[src/rtl/ov7670_sccb_cfg.sv]
// OV7670 configuration sequencer: walks a registered register table and issues one
// 3-phase SCCB write per entry, honouring delay and end markers, then raises DONE.
module ov7670_sccb_cfg #(
  parameter int         QUARTER_CYCLES = 62,
  parameter int         DELAY_CYCLES   = 25000,
  parameter bit         AUTO_START     = 1'b1,
  parameter logic [7:0] DEV_ID         = 8'h42
) (
  input  logic        CLK,
  input  logic        RST_N,
  input  logic        START,
  output logic [7:0]  TBL_ADDR,
  input  logic [15:0] TBL_DATA,
  output logic        SIOC,
  output logic        SIOD,
  output logic        SIOD_OE,
  output logic        BUSY,
  output logic        DONE
);

  localparam int QW = (QUARTER_CYCLES > 1) ? $clog2(QUARTER_CYCLES) : 1;
  localparam int DW = (DELAY_CYCLES > 1) ? $clog2(DELAY_CYCLES) : 1;
  localparam logic [QW-1:0] Q_LAST   = QW'(QUARTER_CYCLES - 1);
  localparam logic [DW-1:0] D_LAST   = DW'(DELAY_CYCLES - 1);
  localparam logic [15:0]   END_MARK = 16'hFFFF;
  localparam logic [15:0]   DLY_MARK = 16'hFFF0;

  typedef enum logic [3:0] {
    ST_IDLE, ST_FETCH, ST_WAIT, ST_DECODE, ST_START_C,
    ST_BITS, ST_STOP_C, ST_GAP, ST_DELAY, ST_FIN
  } state_t;

  state_t        state_r;
  logic [QW-1:0] qcnt_r;
  logic [1:0]    qph_r;
  logic [4:0]    bit_r;
  logic [DW-1:0] dcnt_r;
  logic [26:0]   frame_r;
  logic          qend_s;

  // The 9th bit of each phase is the released don't-care slot.
  function automatic logic ack_slot(input logic [4:0] idx);
    return (idx == 5'd8) || (idx == 5'd17) || (idx == 5'd26);
  endfunction

  assign qend_s = (qcnt_r == Q_LAST);

  // Sequencer FSM with all bus and status outputs registered.
  always_ff @(posedge CLK or negedge RST_N) begin
    if (!RST_N) begin
      state_r  <= ST_IDLE;
      qcnt_r   <= '0;
      qph_r    <= 2'd0;
      bit_r    <= 5'd0;
      dcnt_r   <= '0;
      frame_r  <= '0;
      TBL_ADDR <= 8'd0;
      SIOC     <= 1'b1;
      SIOD     <= 1'b1;
      SIOD_OE  <= 1'b1;
      BUSY     <= 1'b0;
      DONE     <= 1'b0;
    end else begin
      case (state_r)
        ST_IDLE, ST_FIN: begin
          if ((state_r == ST_IDLE && AUTO_START) || START) begin
            TBL_ADDR <= 8'd0;
            DONE     <= 1'b0;
            BUSY     <= 1'b1;
            state_r  <= ST_FETCH;
          end else begin
            state_r <= state_r;
          end
        end
        ST_FETCH: state_r <= ST_WAIT;
        ST_WAIT:  state_r <= ST_DECODE;
        ST_DECODE: begin
          if (TBL_DATA == END_MARK) begin
            state_r <= ST_FIN;
            BUSY    <= 1'b0;
            DONE    <= 1'b1;
          end else if (TBL_DATA == DLY_MARK) begin
            state_r <= ST_DELAY;
            dcnt_r  <= '0;
          end else begin
            frame_r <= {DEV_ID, 1'b1, TBL_DATA[15:8], 1'b1, TBL_DATA[7:0], 1'b1};
            qcnt_r  <= '0;
            qph_r   <= 2'd0;
            state_r <= ST_START_C;
            SIOC    <= 1'b1;
            SIOD    <= 1'b0;
            SIOD_OE <= 1'b1;
          end
        end
        ST_START_C: begin
          if (!qend_s) begin
            qcnt_r <= qcnt_r + 1'b1;
          end else begin
            qcnt_r <= '0;
            SIOC   <= 1'b0;
            if (qph_r == 2'd0) begin
              qph_r <= 2'd1;
              SIOD  <= 1'b0;
            end else begin
              qph_r   <= 2'd0;
              bit_r   <= 5'd0;
              state_r <= ST_BITS;
              SIOD    <= frame_r[26];
              SIOD_OE <= 1'b1;
            end
          end
        end
        ST_BITS: begin
          if (!qend_s) begin
            qcnt_r <= qcnt_r + 1'b1;
          end else begin
            qcnt_r <= '0;
            if (qph_r != 2'd3) begin
              // SIOC is low for Q0/Q1 and high for Q2/Q3 of every bit.
              qph_r <= qph_r + 2'd1;
              SIOC  <= (qph_r != 2'd0);
            end else if (bit_r == 5'd26) begin
              qph_r   <= 2'd0;
              state_r <= ST_STOP_C;
              SIOC    <= 1'b0;
              SIOD    <= 1'b0;
              SIOD_OE <= 1'b1;
            end else begin
              qph_r   <= 2'd0;
              bit_r   <= bit_r + 5'd1;
              frame_r <= {frame_r[25:0], 1'b0};
              SIOC    <= 1'b0;
              SIOD    <= frame_r[25];
              SIOD_OE <= !ack_slot(bit_r + 5'd1);
            end
          end
        end
        ST_STOP_C: begin
          if (!qend_s) begin
            qcnt_r <= qcnt_r + 1'b1;
          end else begin
            qcnt_r <= '0;
            SIOC   <= 1'b1;
            if (qph_r == 2'd0) begin
              qph_r <= 2'd1;
              SIOD  <= 1'b0;
            end else if (qph_r == 2'd1) begin
              qph_r <= 2'd2;
              SIOD  <= 1'b1;
            end else begin
              qph_r   <= 2'd0;
              state_r <= ST_GAP;
              SIOD    <= 1'b1;
            end
          end
        end
        ST_GAP: begin
          if (!qend_s) begin
            qcnt_r <= qcnt_r + 1'b1;
          end else begin
            qcnt_r <= '0;
            if (qph_r != 2'd3) begin
              qph_r <= qph_r + 2'd1;
            end else begin
              qph_r <= 2'd0;
              // The last table slot finishes the run rather than wrapping.
              if (TBL_ADDR == 8'd255) begin
                state_r <= ST_FIN;
                BUSY    <= 1'b0;
                DONE    <= 1'b1;
              end else begin
                TBL_ADDR <= TBL_ADDR + 8'd1;
                state_r  <= ST_FETCH;
              end
            end
          end
        end
        ST_DELAY: begin
          if (dcnt_r != D_LAST) begin
            dcnt_r <= dcnt_r + 1'b1;
          end else if (TBL_ADDR == 8'd255) begin
            state_r <= ST_FIN;
            BUSY    <= 1'b0;
            DONE    <= 1'b1;
          end else begin
            TBL_ADDR <= TBL_ADDR + 8'd1;
            state_r  <= ST_FETCH;
          end
        end
        default: state_r <= ST_IDLE;
      endcase
    end
  end

endmodule

[config.mk]
export PLATFORM = sky130hd
export DESIGN_NAME = ov7670_sccb_cfg
export DESIGN_NICKNAME = d
export VERILOG_FILES = /design/src/rtl/ov7670_sccb_cfg.sv
export SDC_FILE = /design/constraint.sdc
export NUM_CORES = 1
export LEC_CHECK = 0
export BUFFER_PORTS_ARGS = -buffer_cell sky130_fd_sc_hd__buf_2
export CORE_UTILIZATION = 45
export CTS_CLUSTER_DIAMETER = 60
export DETAILED_ROUTE_END_ITERATION = 6
export PLACE_DENSITY = 0.66
export SYNTH_ARGS = -nofsm -noshare
export SYNTH_HDL_FRONTEND = slang
export SYNTH_SLANG_ARGS = --single-unit
export TNS_END_PERCENT = 50
[constraint.sdc]
create_clock -name CLK -period 2.9 [get_ports CLK]
set_input_delay 0.145 -clock CLK [delete_from_list [all_inputs] [get_ports CLK]]
set_output_delay 0.145 -clock CLK [all_outputs]
set_load 0.02 [all_outputs]
[Yosys cells after proc, flatten, opt, wreduce, memory -nomap -nowiden]
Index checks and enable logic that the tools add are counted.
Storage, ports and cells
  flip-flop bits (word level): 72
  bits of input ports: 19
  logic and storage cells: 175
Cells by class
  $add $sub $neg: 5
  equal/unequal tests: 39
  muxes and demuxes: 89
  reductions and logical operators: 30
Operator list (number)
  27-bit two-way mux: 5
  4-bit two-way mux: 15
  27-bit case mux with 2 select lines: 1
  15-bit two-way mux: 3
  8-bit two-way mux: 5
  2-bit != test, second input constant: 19
  4-bit case mux with 9 select lines: 1
  1-bit two-way mux: 33
  16-bit equality test, second input constant: 2
  15-bit case mux with 2 select lines: 1
  6-bit AND reduction: 5
  5-bit two-way mux: 5
  8-bit case mux with 3 select lines: 1
  6-bit two-way mux: 3
  4-bit by 3-bit equality test with 1-bit output, second input constant: 4
  2-bit two-way mux: 8
  1-bit case mux with 4 select lines: 4
  15-bit by 1-bit adder with 15-bit output, second input constant: 1
  5-bit equality test, second input constant: 3
  15-bit != test, second input constant: 1
  7-bit AND reduction: 2
  6-bit case mux with 2 select lines: 1
  12-bit AND reduction: 1
  4-bit nonzero test: 3
  26 further kinds: 36

[Longest topological paths before layout]
  depth in word-level cells: 9
  mapped depth: 8

[Worst setup path before layout]
Ideal clock, no wire load.
  kind: flip-flop to flip-flop
  from: reg state_r[2]
  to: reg TBL_ADDR[4]
  arrival: 2.011 ns
  slack: 0.765 ns
  stages on the path, launching flop included: 8
  period minus slack after synthesis: 2.135 ns
  cells stage by stage: dfrtp_1 > buf_2 > or2_2 > o21a_1 > or2_1 > buf_2 > nor4_1 > mux2_2
Between the ends
  word-level cells in the longest chain between the ends: 4
  elaborated cells on any way between the ends: 13
RTL lines
  from (decl): RTL line 33  | state_t state_r;
  from (signal assigned): RTL line 72  | state_r <= state_r;
  4-bit equality test / 4-bit zero test (equally long branches): RTL line 64, 66
  2-bit OR reduction / 1-bit logical OR (equally long branches): RTL line 64, 66
  2-bit != test (no source line) / 3-bit nonzero test (equally long branches)
  5-bit AND reduction (no source line)
  to (signal assigned): RTL line 172  | TBL_ADDR <= TBL_ADDR + 8'd1;
  to (signal assigned): RTL line 186  | TBL_ADDR <= TBL_ADDR + 8'd1;
  to (decl): RTL line 12  | output logic [7:0] TBL_ADDR,
Parallel ways exist; a longest one is shown, timed or not.
A chain may end at the register's enable or synchronous reset.

[Worst setup path after layout]
  from: reg state_r[3]
  to: reg TBL_ADDR[4]
The elaborated chain is that of the path after synthesis.

==> metrics.txt <==
# TYPE chip_impl_metric gauge
chip_impl_info{name="outcome",value="complete, no violations"} 1
chip_impl_metric{name="synth-warning-count",unit=""} 0
chip_impl_metric{name="clk-insertion-delay-late",unit="ps"} 340
chip_impl_metric{name="syn_inst",unit=""} 458
chip_impl_metric{name="synthesis.nets",unit=""} 490
chip_impl_info{name="start_kind",value="flop"} 1
chip_impl_metric{name="timing.hold.ws",unit="ps"} 143
chip_impl_metric{name="diodes",unit=""} 0
chip_impl_info{name="unrepaired_setup_endpoints_after_global_routing",value="false"} 1
chip_impl_metric{name="pin_count_of_the_biggest_net_entering_global_routing",unit=""} 33
chip_impl_metric{name="final_cell_area",unit="mm²"} 0.00474
chip_impl_metric{name="numPortBuffers",unit=""} 31
chip_impl_metric{name="layout_setup_ws",unit="ps"} 383
chip_impl_metric{name="postCtsSetupRepairBufs",unit=""} 0
chip_impl_info{name="synth_top_flop_cell",value="sky130_fd_sc_hd__dfrtp_1"} 1
chip_impl_metric{name="postPlaceCellArea",unit="mm²"} 0.00449
chip_impl_metric{name="grtUsageTotal",unit="%"} 19.3
chip_impl_metric{name="synth_async_sr_flop_share",unit="%"} 100
chip_impl_metric{name="via_per_inst",unit=""} 5.65
chip_impl_metric{name="clk_transition_reported_paths",unit="ps"} 80
chip_impl_metric{name="synth_edf_count",unit=""} 0
chip_impl_metric{name="drt_pass1_iterations",unit=""} 5
chip_impl_metric{name="cts-resized-gates",unit=""} 0
chip_impl_metric{name="floorplan.die.height",unit="µm"} 98.9
chip_impl_metric{name="arrival",unit="ps"} 2740
chip_impl_metric{name="finClkSkew",unit="ps"} 12.9
chip_impl_metric{name="avgRoutedWirePerCell",unit="µm"} 14.7
chip_impl_metric{name="power",unit="mW"} 3.99
chip_impl_metric{name="wirelength",unit="µm"} 8930
chip_impl_metric{name="ys_seq_elements",unit=""} 72
chip_impl_metric{name="drt-initial-drc-count",unit=""} 265
chip_impl_metric{name="starting_utilization_of_the_core_area",unit="%"} 46.2
chip_impl_metric{name="clockBufferDepth",unit=""} 2
chip_impl_metric{name="yosys.cell_types.count",unit=""} 60
chip_impl_info{name="setup.worst_path.end_class",value="flop"} 1
chip_impl_info{name="synth.top_cells.by_count",value="sky130_fd_sc_hd__dfrtp_1 (69), sky130_fd_sc_hd__nand2_1 (65), sky130_fd_sc_hd__nor2_1 (38), sky130_fd_sc_hd__mux2_2 (24)"} 1
chip_impl_metric{name="global_route_wire_length_before_repair",unit="µm"} 15300
chip_impl_info{name="yosysTopAreaCell",value="sky130_fd_sc_hd__dfrtp_1"} 1
chip_impl_metric{name="finalMaxSlewViolations",unit=""} 0
chip_impl_metric{name="layoutNonFillerInstCount",unit=""} 606
chip_impl_metric{name="die_width",unit="µm"} 98.9
chip_impl_metric{name="timing.final.hold_violations",unit=""} 0
chip_impl_metric{name="layout.filler_cells",unit=""} 843
chip_impl_metric{name="setup_tns",unit="ps"} 0
chip_impl_info{name="yosys-top-cells-area",value="sky130_fd_sc_hd__dfrtp_1 (41%), sky130_fd_sc_hd__mux2_2 (6.4%), sky130_fd_sc_hd__nand2_1 (5.8%)"} 1
chip_impl_metric{name="flow.area_growth_from_synthesis",unit="%"} 12.0
chip_impl_metric{name="design.final.nets",unit=""} 522
chip_impl_metric{name="timing.critical_path.required",unit="ps"} 3120
chip_impl_metric{name="fp.dieArea",unit="mm²"} 0.00979
chip_impl_metric{name="cts_buffers",unit=""} 9
chip_impl_metric{name="relative_max_transition_margin",unit="%"} 50.3
chip_impl_metric{name="regToRegSetupSlack",unit="ps"} 380
chip_impl_metric{name="synth_area",unit="mm²"} 0.00423
chip_impl_info{name="synthMostInstantiatedCell",value="sky130_fd_sc_hd__dfrtp_1"} 1
chip_impl_metric{name="placeableCoreArea",unit="mm²"} 0.00915
chip_impl_metric{name="finalSetupViolCount",unit=""} 0
chip_impl_metric{name="number_of_top_level_pins",unit=""} 32
chip_impl_metric{name="fin_util",unit="%"} 51.8
chip_impl_metric{name="leakagePower",unit="nW"} 2.11
chip_impl_metric{name="via_count",unit=""} 3426
chip_impl_metric{name="dp_cells",unit=""} 589
chip_impl_metric{name="remaining_drc_errors",unit=""} 0
chip_impl_metric{name="pre_cts_ws",unit="ps"} 415
chip_impl_metric{name="timing.fmax",unit="GHz"} 0.397
chip_impl_metric{name="placement_rows",unit=""} 35
chip_impl_info{name="critPathKind",value="flop to flop"} 1
chip_impl_info{name="hold_path_class",value="input pin to flop"} 1
chip_impl_metric{name="worst-slew-pin-transition",unit="ps"} 746
chip_impl_metric{name="first_global_vias",unit=""} 3265
chip_impl_info{name="tritoncts",value="done"} 1
chip_impl_metric{name="post_route_cells_drive_above_1_share",unit="%"} 20.2
chip_impl_metric{name="dpl.hpwl",unit="µm"} 6270
chip_impl_metric{name="drv_cap",unit=""} 0
chip_impl_metric{name="syn-mean-instance-area",unit="µm²"} 9.23
chip_impl_metric{name="timing.final.crit_share",unit="%"} 86.8
chip_impl_metric{name="cts_htree_levels",unit=""} 3
chip_impl_metric{name="fraction_of_the_yosys_area_taken_by_sequential_cells",unit="%"} 42.7
chip_impl_metric{name="grt_overflow",unit=""} 0
chip_impl_metric{name="antenna_left",unit=""} 0
chip_impl_info{name="cts_root_buf",value="sky130_fd_sc_hd__clkbuf_8"} 1
chip_impl_metric{name="vdd_ir_drop_max",unit="µV"} 488
chip_impl_metric{name="cp_max_fanout",unit=""} 16
chip_impl_metric{name="post-synth-top-area-fraction",unit="%"} 40.8
chip_impl_metric{name="antenna_found_initial",unit=""} 0
chip_impl_metric{name="global_placer_s_final_weighted_congestion",unit=""} 0.892
chip_impl_metric{name="cts_sinks",unit=""} 72
chip_impl_metric{name="power-per-cell-area",unit="mW/mm²"} 843
chip_impl_metric{name="period_minus_slack",unit="ps"} 2520
## critical path, stage by stage, from the launching register on
cell	delay (ps)
sky130_fd_sc_hd__dfrtp_1	620
sky130_fd_sc_hd__or4b_4	530
sky130_fd_sc_hd__a211oi_1	520
sky130_fd_sc_hd__or2_1	330
sky130_fd_sc_hd__nor4_1	100
sky130_fd_sc_hd__mux2_2	300
## area by class of cell
type	instances	area, µm²	share of cell area [%]
clock buffers	10	128	2.69
clock inverters	6	115	2.43
inverters	22	82.6	1.74
multi-input cells	340	2210	46.6
flip-flops and latches	72	1810	38.1
well taps	111	139	2.93
repair buffers	45	263	5.55
## placed cells by master, fill, tap and decap left out, drive strengths merged, types with 4 or more instances in the layout
master / instances
a21oi: 11
a31oi: 4
and2: 4
and3: 4
buf: 44
clkbuf: 10
dfrtp: 69
ha: 13
inv: 23
mux2: 24
mux2i: 10
nand2: 65
nand2b: 6
nand3: 23
nand4: 13
nor2: 38
nor2b: 5
nor3: 9
nor4: 6
o21ai: 24
o31ai: 9
o41ai: 6
or2: 8
or3: 5
xnor2: 4
xor2: 11
## registers in the layout, indices dropped and copies added, names as in the netlist, 2 cells and up
signal / count
qcnt_r: 6
state_r: 4
bit_r: 5
TBL_ADDR: 8
qph_r: 2
frame_r: 27
dcnt_r: 15
## cells by family (layout without fill, tap and decap cells)
group                      after synthesis  in the layout  synth area share, %
AOI/OAI and AO/OA                       78             78                 12.2
xor gates and xnor gates                15             15                 3.11
adders and majority gates               13             13                 3.85
buffers and inverters                   46             83                 5.15
DFF                                     72             72                 42.7
muxes                                   34             34                 8.76
and+or+nand+nor                        200            200                 24.3
## metal layers
layer / routed length, µm / track usage, % / up-vias / part of all wire, %
li1: - / - / 1693 / -
met1: 4410 / 27.5 / 1642 / 49
met2: 4060 / 29.3 / 76 / 45
met3: 327 / 3.12 / 15 / 3.7
met4: 134 / 7.23 / 0 / 1.5
met5: 0 / 0 / - / 0
## repair_timing
| item | CTS | global route |
|---|---|---|
| endpoints found under the hold margin | 30 | 0 |
| setup endpoints to repair | 0 | 0 |
| hold buffers | 1 | 0 |
## power breakdown
group	leakage, nW	switching, mW	total, mW	internal, mW
Combinational	1.14	0.859	1.55	0.692
Sequential	0.854	0.211	1.48	1.27
Clock	0.117	0.385	0.961	0.576
## final timing paths
kind | endpoint | start | depth (start not counted)
max in group asynchronous | SIOD_OE | RST_N | 3
min reg2reg | SIOD_OE | SIOD_OE | 2
max reg2reg | TBL_ADDR[4] | state_r[3] | 5
min | frame_r[11] | TBL_DATA[9] | 4
max | TBL_ADDR[4] | state_r[3] | 5
min in group asynchronous | dcnt_r[12] | RST_N | 2
(Power assumes the default switching activity.)
